--- config.mk ---
export PLATFORM = sky130hd
export DESIGN_NAME = glyph_bitmap_rom
export DESIGN_NICKNAME = d
export VERILOG_FILES = /design/src/rtl/glyph_bitmap_rom.sv
export SDC_FILE = /design/constraint.sdc
export NUM_CORES = 1
export LEC_CHECK = 0
export CAP_MARGIN = 20
export CORE_MARGIN = 5
export CORE_UTILIZATION = 40
export DETAILED_ROUTE_END_ITERATION = 12
export PLACE_DENSITY_LB_ADDON = 0.15
export REMOVE_ABC_BUFFERS = 1
export SLEW_MARGIN = 20
export SYNTH_ARGS = -nofsm -noshare
export SYNTH_HDL_FRONTEND = slang
export SYNTH_SLANG_ARGS = --single-unit
--- constraint.sdc ---
create_clock -name clka -period 2.8 [get_ports clka]
set_input_delay 0.28 -clock clka [delete_from_list [all_inputs] [get_ports clka]]
set_output_delay 0.28 -clock clka [all_outputs]
set_load 0.05 [all_outputs]
--- src/rtl/glyph_bitmap_rom.sv ---
// glyph_bitmap_rom
// 1-bit-wide bitmap ROM of 32x32-pixel seven-segment glyphs for the VGA overlay.
// CONTENT selects the glyph set: hex score digits, "PLAYEr 1" or "PLAYEr 2".
// Pixels are computed from a segment table, so no init file is needed.
// Read latency is one cycle; only the output pixel is registered.

module glyph_bitmap_rom #(
  parameter int CONTENT    = 0,
  parameter int GLYPH_BITS = (CONTENT == 0) ? 4 : 3,
  parameter int ADDR_W     = 10 + GLYPH_BITS
) (
  input  logic              clka,
  input  logic              rsta,
  input  logic [ADDR_W-1:0] addra,
  output logic              douta
);

  // Address fields: {row, glyph, col}
  logic [4:0]            w_row;
  logic [4:0]            w_col;
  logic [GLYPH_BITS-1:0] w_glyph;
  logic [3:0]            w_glyphIdx;
  logic [6:0]            w_seg;

  logic w_rowA, w_rowUpper, w_rowG, w_rowLower, w_rowD;
  logic w_colLeft, w_colMid, w_colRight;
  logic w_lit;

  logic r_pixel;

  assign w_row   = addra[ADDR_W-1 -: 5];
  assign w_glyph = addra[5 +: GLYPH_BITS];
  assign w_col   = addra[4:0];

  // Widen the glyph index to 4 bits so one table serves every content set
  always_comb begin
    w_glyphIdx = '0;
    w_glyphIdx[GLYPH_BITS-1:0] = w_glyph;
  end

  // Glyph-to-segment-code table, seg = {g,f,e,d,c,b,a}
  always_comb begin
    w_seg = 7'h00;
    if (CONTENT == 0) begin
      case (w_glyphIdx)
        4'h0: w_seg = 7'h3F;
        4'h1: w_seg = 7'h06;
        4'h2: w_seg = 7'h5B;
        4'h3: w_seg = 7'h4F;
        4'h4: w_seg = 7'h66;
        4'h5: w_seg = 7'h6D;
        4'h6: w_seg = 7'h7D;
        4'h7: w_seg = 7'h07;
        4'h8: w_seg = 7'h7F;
        4'h9: w_seg = 7'h6F;
        4'hA: w_seg = 7'h77;
        4'hB: w_seg = 7'h7C;
        4'hC: w_seg = 7'h39;
        4'hD: w_seg = 7'h5E;
        4'hE: w_seg = 7'h79;
        default: w_seg = 7'h71;
      endcase
    end else begin
      case (w_glyphIdx)
        4'h0: w_seg = 7'h73;
        4'h1: w_seg = 7'h38;
        4'h2: w_seg = 7'h77;
        4'h3: w_seg = 7'h6E;
        4'h4: w_seg = 7'h79;
        4'h5: w_seg = 7'h50;
        4'h6: w_seg = 7'h00;
        4'h7: w_seg = (CONTENT == 2) ? 7'h5B : 7'h06;
        default: w_seg = 7'h00;
      endcase
    end
  end

  // Row and column bands that the seven segments occupy
  assign w_rowA     = (w_row >= 5'd2)  && (w_row <= 5'd5);
  assign w_rowUpper = (w_row >= 5'd6)  && (w_row <= 5'd13);
  assign w_rowG     = (w_row >= 5'd14) && (w_row <= 5'd17);
  assign w_rowLower = (w_row >= 5'd18) && (w_row <= 5'd25);
  assign w_rowD     = (w_row >= 5'd26) && (w_row <= 5'd29);
  assign w_colLeft  = (w_col >= 5'd4)  && (w_col <= 5'd7);
  assign w_colMid   = (w_col >= 5'd8)  && (w_col <= 5'd23);
  assign w_colRight = (w_col >= 5'd24) && (w_col <= 5'd27);

  assign w_lit = (w_seg[0] && w_rowA     && w_colMid)   ||
                 (w_seg[1] && w_rowUpper && w_colRight) ||
                 (w_seg[2] && w_rowLower && w_colRight) ||
                 (w_seg[3] && w_rowD     && w_colMid)   ||
                 (w_seg[4] && w_rowLower && w_colLeft)  ||
                 (w_seg[5] && w_rowUpper && w_colLeft)  ||
                 (w_seg[6] && w_rowG     && w_colMid);

  // Register the pixel; reset forces background regardless of address
  always_ff @(posedge clka) begin
    if (rsta) begin
      r_pixel <= 1'b0;
    end else begin
      r_pixel <= w_lit;
    end
  end

  assign douta = r_pixel;

endmodule

[Word-level counts from Yosys, hierarchy flattened]
Memory sizes are Yosys's and may differ from the RTL's.
Index checks and enable logic that the tools add are counted.
Widths: inputs -> output; s select.
Storage, ports and cells
  bits in registers: 1
  memories: 1
  word-level logic and storage cells: 46
  input port bits: 16
  ROM bits: 112
Operators by class
  magnitude comparators: 16
  reductions and logical operators: 28
Memories
  (no name shown): words 16, bits a word 7, read ports 1, clocked after Yosys merged registers in 0, wr ports 0, line 45  | case (w_glyphIdx)
Operators by type and width (number)
  $le 5x5->1 const B: 5
  $logic_and 1x1->1: 22
  $ge 5x5->1 const B: 3
  $ge 5x3->1 const B: 2
  $ge 5x4->1 const B: 2
  $le 5x3->1 const B: 2
  $logic_or 1x1->1: 6
  $ge 5x2->1 const B: 1
  $le 5x4->1 const B: 1

[Logic depth before layout (Yosys ltp)]
Gate-level depths: netlist (run 1).
  word-level depth: 10
  gate-level depth with buffers: 7
  mapped depth without buffers: 7

[Least setup slack after synthesis (run 1)]
OpenSTA, ideal clock, no wires.
  path kind: in2reg
  start point: input port addra[5]
  end point: register r_pixel, in the netlist douta
  setup slack: 1.121 ns
  arrival: 1.560 ns
  stages on the path: 7
  cell sequence: inv_1 > ha_1 > or2_1 > o2111ai_2 > a21oi_1 > o311a_1 > a211o_1
Between the ends
  word-level cells in the longest chain between the ends: 9
Ends and longest elaborated chain
  from (decl): line 14  | input logic [ADDR_W-1:0] addra,
  $mem_v2 16x7 (*)
  $logic_and 1x1->1, on equally long branches (2 in a row): line 88, 89
  $logic_or 1x1->1: line 88  | assign w_lit = (w_seg[0] && w_rowA && w_colMid) ||
  $logic_or 1x1->1: line 89  | (w_seg[1] && w_rowUpper && w_colRight) ||
  $logic_or 1x1->1: line 90  | (w_seg[2] && w_rowLower && w_colRight) ||
  $logic_or 1x1->1: line 91  | (w_seg[3] && w_rowD && w_colMid) ||
  $logic_or 1x1->1: line 92  | (w_seg[4] && w_rowLower && w_colLeft) ||
  $logic_or 1x1->1 (*): line 93  | (w_seg[5] && w_rowUpper && w_colLeft) ||
  to (signal assigned): line 101  | r_pixel <= w_lit;
  to (decl): line 29  | logic r_pixel;
Every way passes the cells marked *; elsewhere a longest branch is shown, timed or not.
A chain may end at the register's enable or synchronous reset.

[Final worst setup path (run 1)]
Same ends and word-level chain as after synthesis.

==> impl_metrics.env, run 1 <==
export IMPL_status="complete, no violations"
export IMPL_drtPass1Iterations=4
export IMPL_largest_register_ffs=1
export IMPL_synth_seq_cells=1
export IMPL_finalWorstSetupSlack_ps=395
export IMPL_seq_power_share=0.155
export IMPL_die_area_sq_um=2200
export IMPL_seq_area_frac_synth=0.0368
export IMPL_grt_max_degree=13
export IMPL_max_cap_violations=0
export IMPL_syn_area_sq_um=544
export IMPL_syn_instance_count=73
export IMPL_fmax_mhz=416
export IMPL_ff_latch_area_sq_um=20.0
export IMPL_critPathLaunch="addra[5]"
export IMPL_vias=571
export IMPL_yosysWarnings=0
export IMPL_ir_worst_vdd_mv=0.0511
export IMPL_wl_per_cell_um=12.7
export IMPL_switching_share=0.440
export IMPL_synthToLayoutAreaGrowth_pct=21.8
export IMPL_yosys_cell_types_count=39
export IMPL_final_nets=106
export IMPL_synth_edff_count=0
export IMPL_grt_pass1_wl_um=2060
export IMPL_critPathTopFamily="compound AO/OA/AOI/OAI gates"
export IMPL_wl_um=1240
export IMPL_hold_viol=0
export IMPL_gp_congestion=0.780
export IMPL_grt_pass1_vias=486
export IMPL_utilization=0.510
export IMPL_cp_depth=8
export IMPL_crit_path_start_kind="input port"
export IMPL_p_per_area_nw_per_um2=157
export IMPL_die_w_um=46.9
export IMPL_critPathSlowestCell="clkdlybuf4s50_1"
export IMPL_io_pins=17
export IMPL_synth_largest_area_cell="ha_1"
export IMPL_leakage_nw=0.264
export IMPL_relSlewSlack=0.673
export IMPL_fin_crit_sh=0.859
export IMPL_drc=0
export IMPL_rsz0062_at_grt="false"
export IMPL_nFillCells=139
export IMPL_criticalPathCategory="input port to flip-flop"
export IMPL_min_period_ps=2400
export IMPL_path_cells="clkdlybuf4s50_1 -> inv_1 -> ha_1 -> or2_1 -> o2111ai_2 -> a21oi_1 -> o311a_1 -> a211o_1"
export IMPL_path_max_fanout=6
export IMPL_grt_util_all_layers=0.121
export IMPL_clkPwrFrac=0
export IMPL_die_y_um=46.9
export IMPL_tightest_slew_ps=489
export IMPL_via_per_inst=5.89
export IMPL_postCtsHoldBufs=0
export IMPL_crit_required_ps=2680
export IMPL_tns_ps=0
export IMPL_switchingPower_uw=45.9
export IMPL_cp_arrival_ps=2280
export IMPL_crit_end="douta"
export IMPL_antenna_cells=0
export IMPL_hold_depth=3
export IMPL_grt_overflow=0
export IMPL_rows=13
export IMPL_crit_path_max_incr_delay_ps=580
export IMPL_io_buffer_count=13
export IMPL_power_frac_comb=0.845
export IMPL_p_int_uw=58.4
export IMPL_synth_top_flop_cell="dfxtp_1"
export IMPL_synth_most_common_cell="nor2_1"
export IMPL_ctsResizeCount=0
export IMPL_end_kind="flip-flop"
export IMPL_synth_common_cells="nor2_1 (8), ha_1 (6), inv_1 (5)"
export IMPL_slew_viol_final=0
export IMPL_core_area_sq_um=1300
export IMPL_async_reset_ff_frac=0
export IMPL_post_cts_buffers=0
export IMPL_dp_hpwl_um=1030
export IMPL_ant_nets=0
export IMPL_antenna_found_initial=0
export IMPL_layout_drive_gt1_share=0.0732
export IMPL_drt_initial_drc_count=10
export IMPL_finalSetupViolations=0
export IMPL_path_clk_slew_ps=0
export IMPL_start_util=0.418
export IMPL_crit_buf_inv=2
export IMPL_min_path_type="input port to flip-flop"
export IMPL_synth_area_leaders="ha_1 (14%), o2111ai_1 (6.4%), buf_4 (5.5%)"
export IMPL_dp_slack_ps=383
export IMPL_multi_input_area_sq_um=468
export IMPL_syn_avg_cell_area_sq_um=7.46
export IMPL_yosysTopAreaCellShare=0.138
## logic make-up (layout without fill, tap and decap cells)
kind of cell / after synthesis / after routing / share of synthesized area
simple gates: 28 / 28 / 0.290
compound gates: 23 / 23 / 0.338
buf+inv: 10 / 19 / 0.103
fa+ha+maj: 6 / 6 / 0.138
mux: 3 / 3 / 0.0621
xor+xnor: 2 / 2 / 0.0322
flops: 1 / 1 / 0.0368
## stage by stage
stage / hold WS [ps] / cells / cell area (sq um) / power, mW
4_1_cts: 1040 / 97 / 663 / 0.104
6_report: 1040 / 97 / 663 / 0.104
3_5_place_dp: 1040 / 97 / 663 / 0.104
2_1_floorplan: 477 / 68 / 507 / 0.0626
5_1_grt: 1050 / 97 / 663 / 0.113
3_3_place_gp: 1060 / 97 / 663 / 0.103
## power by group through the flow
stage | sequential, mW | clock [mW] | combinational, mW
after global placement | 0.0161 | 0 | 0.0871
final | 0.0162 | 0 | 0.0881
after CTS | 0.0162 | 0 | 0.0883
after floorplan | 0.0210 | 0 | 0.0417
after global routing | 0.0163 | 0 | 0.0970
after detailed placement | 0.0162 | 0 | 0.0878
## worst min-delay path by stage
stage / slack [ps] / from / endpoint
finish: 1040 / rsta / douta
global route: 1050 / rsta / douta
CTS: 1040 / rsta / douta
detailed placement: 1040 / rsta / douta
global placement: 1060 / rsta / douta
floorplan: 480 / addra[13] / douta
## layout make-up
cell class	instances	area share
flip-flops and latches	1	0.0302
repair buffers	14	0.208
multi-input cells	62	0.706
well taps	15	0.0283
inverters	5	0.0283
## metal layers
metal / routed length, um / track usage / vias up
met1: 608 / 0.180 / 260
li1: - / - / 300
met3: 69 / 0 / 0
met5: 0 / 0 / -
met2: 557 / 0.209 / 11
met4: 0 / 0 / 0
## worst min-delay path, cell delays in order
cell	delay (ps)
clkdlybuf4s50_1	450
a31oi_1	170
a211o_1	100
## placed cells by master (no fill, tap or decap), types with 2 or more instances in the layout
| cell type | n |
|---|---|
| a211o_1 | 2 |
| a21oi_1 | 2 |
| a22oi_1 | 2 |
| clkdlybuf4s50_1 | 13 |
| ha_1 | 6 |
| inv_1 | 5 |
| mux2_2 | 2 |
| nand2_1 | 3 |
| nor2_1 | 8 |
| nor2b_1 | 4 |
| nor3_1 | 2 |
| o2111ai_1 | 4 |
| o211ai_1 | 3 |
(Power assumes the default switching activity.)
==> run 2, diff against run 1 <==
--- a/config.mk
+++ b/config.mk
@@ -8,8 +8,9 @@
 export CAP_MARGIN = 20
 export CORE_MARGIN = 5
 export CORE_UTILIZATION = 40
+export CTS_BUF_LIST = sky130_fd_sc_hd__clkbuf_16
 export DETAILED_ROUTE_END_ITERATION = 12
-export PLACE_DENSITY_LB_ADDON = 0.15
+export PLACE_DENSITY = 0.74
 export REMOVE_ABC_BUFFERS = 1
 export SLEW_MARGIN = 20
 export SYNTH_ARGS = -nofsm -noshare
==> run 2 against run 1 <==
  * Critical path depth is the same
  * Final area stayed put
  * Worst setup slack got worse by 1.7 ps
  * Sequential power hardly changed
  * First-iteration DRC count rose by 40%
  * Sequential share of layout area unchanged
  * Global-route usage fell by 0.77 points
==> impl_metrics.env, run 2 (same netlist as run 1, synthesis figures left out) <==
export IMPL_status="complete, no violations"
export IMPL_grt_max_degree=13
export IMPL_fmax_mhz=416
export IMPL_end_kind="flip-flop"
export IMPL_hold_viol=0
export IMPL_post_cts_buffers=0
export IMPL_switchingPower_uw=46.2
export IMPL_rsz0062_at_grt="false"
export IMPL_gp_congestion=0.853
export IMPL_postCtsHoldBufs=0
export IMPL_path_clk_slew_ps=0
export IMPL_finalSetupViolations=0
export IMPL_grt_pass1_wl_um=1930
export IMPL_synthToLayoutAreaGrowth_pct=21.8
export IMPL_min_path_type="input port to flip-flop"
export IMPL_p_total_uw=105
export IMPL_vias=567
export IMPL_largest_register_ffs=1
export IMPL_drtPass1Iterations=4
export IMPL_cp_arrival_ps=2290
export IMPL_dp_hpwl_um=1020
export IMPL_hold_depth=3
export IMPL_p_per_area_nw_per_um2=158
export IMPL_ctsResizeCount=0
export IMPL_min_period_ps=2410
export IMPL_wl_um=1240
export IMPL_layout_drive_gt1_share=0.0732
export IMPL_final_cell_mix="clkdlybuf4s50_1 (13), nor2_1 (8), ha_1 (6), inv_1 (5)"
export IMPL_drc=0
export IMPL_power_frac_comb=0.846
export IMPL_grt_pass1_vias=493
export IMPL_relSlewSlack=0.671
export IMPL_p_int_uw=58.4
export IMPL_seq_power_share=0.154
export IMPL_critPathSlowestCell="clkdlybuf4s50_1"
export IMPL_switching_share=0.442
export IMPL_slew_viol_final=0
export IMPL_ant_nets=0
export IMPL_max_cap_violations=0
export IMPL_die_w_um=46.9
export IMPL_antenna_cells=0
export IMPL_grt_overflow=0
export IMPL_tns_ps=0
export IMPL_grt_util_all_layers=0.114
export IMPL_clkPwrFrac=0
export IMPL_io_pins=17
export IMPL_crit_path_max_incr_delay_ps=580
export IMPL_die_y_um=46.9
export IMPL_io_buffer_count=13
export IMPL_crit_required_ps=2680
export IMPL_path_cells="clkdlybuf4s50_1 -> inv_1 -> ha_1 -> or2_1 -> o2111ai_2 -> a21oi_1 -> o311a_1 -> a211o_1"
export IMPL_final_common_cell="clkdlybuf4s50_1"
export IMPL_criticalPathCategory="input port to flip-flop"
export IMPL_core_area_sq_um=1300
export IMPL_die_area_sq_um=2200
export IMPL_final_nets=106
export IMPL_start_util=0.418
export IMPL_wl_per_cell_um=12.8
export IMPL_fin_crit_sh=0.859
export IMPL_hp_start="rsta"
export IMPL_min_delay_worst_endpoint="douta"
export IMPL_antenna_found_initial=0
export IMPL_leakage_nw=0.264
export IMPL_ir_worst_vdd_mv=0.0846
export IMPL_utilization=0.510
export IMPL_via_per_inst=5.85
export IMPL_rows=13
export IMPL_tightest_slew_ps=492
export IMPL_crit_path_start_kind="input port"
export IMPL_path_max_fanout=6
export IMPL_drt_initial_drc_count=14
[run 2: cell counts in the layout (fill, tap and decap cells not counted)]
No cell type changed its count.
[run 2: how the worst max path moves through the flow]
stage / start / endpoint / slack (ps) / cells past startpoint
floorplan: addra[5] / douta / 1120 / 7
global placement: addra[5] / douta / 410 / 8
detailed placement: addra[5] / douta / 390 / 8
CTS: addra[5] / douta / 390 / 8
global route: addra[6] / douta / 260 / 8
finish: addra[5] / douta / 390 / 8
[run 2: per-layer routing]
| layer | up-vias | global-route usage | part of all wire |
|---|---|---|---|
| met5 | - | 0 | 0 |
| met4 | 0 | 0 | 0 |
| met3 | 0 | 0.00383 | 0.039 |
| met2 | 12 | 0.233 | 0.51 |
| met1 | 255 | 0.135 | 0.45 |
| li1 | 300 | - | - |
[run 2: cell type report]
cell class	count	area, sq um
Tap cell	15	18.8
Inverter	5	18.8
Multi-Input combinational cell	62	468
Timing Repair Buffer	14	138
Fill cell	138	638
Sequential cell	1	20.0
[run 2: worst max-delay path: cells and delay by family]
family	cells	cell delay [ps]
AO/OA/AOI/OAI	4	870
buffers and inverters	2	690
AND/OR/NAND/NOR	1	250
adder cells (fa/ha/maj)	1	190
[run 2: stage by stage]
stage	std cells	setup slack, ps	area [sq um]	hold slack (ps)
floorplan	68	1120	507	477
global placement	97	407	663	1030
detailed placement	97	391	663	1020
CTS	97	393	663	1040
global route	97	263	663	1100
finish	97	394	663	1040
[run 2: power by group through the flow]
stage               clock [mW]  sequential (mW)  combinational, mW
floorplan                    0           0.0210             0.0417
global placement             0           0.0161             0.0863
detailed placement           0           0.0162             0.0879
CTS                          0           0.0162             0.0881
global route                 0           0.0162             0.0961
finish                       0           0.0161             0.0884
==> run 3, diff against run 2 <==
--- a/config.mk
+++ b/config.mk
@@ -9,6 +9,7 @@
 export CORE_MARGIN = 5
 export CORE_UTILIZATION = 40
 export CTS_BUF_LIST = sky130_fd_sc_hd__clkbuf_16
+export CTS_CLUSTER_DIAMETER = 120
 export DETAILED_ROUTE_END_ITERATION = 12
 export PLACE_DENSITY = 0.74
 export REMOVE_ABC_BUFFERS = 1
==> results of run 3 <==
Same layout as run 2: the final DEF is identical, and so are final timing and power.
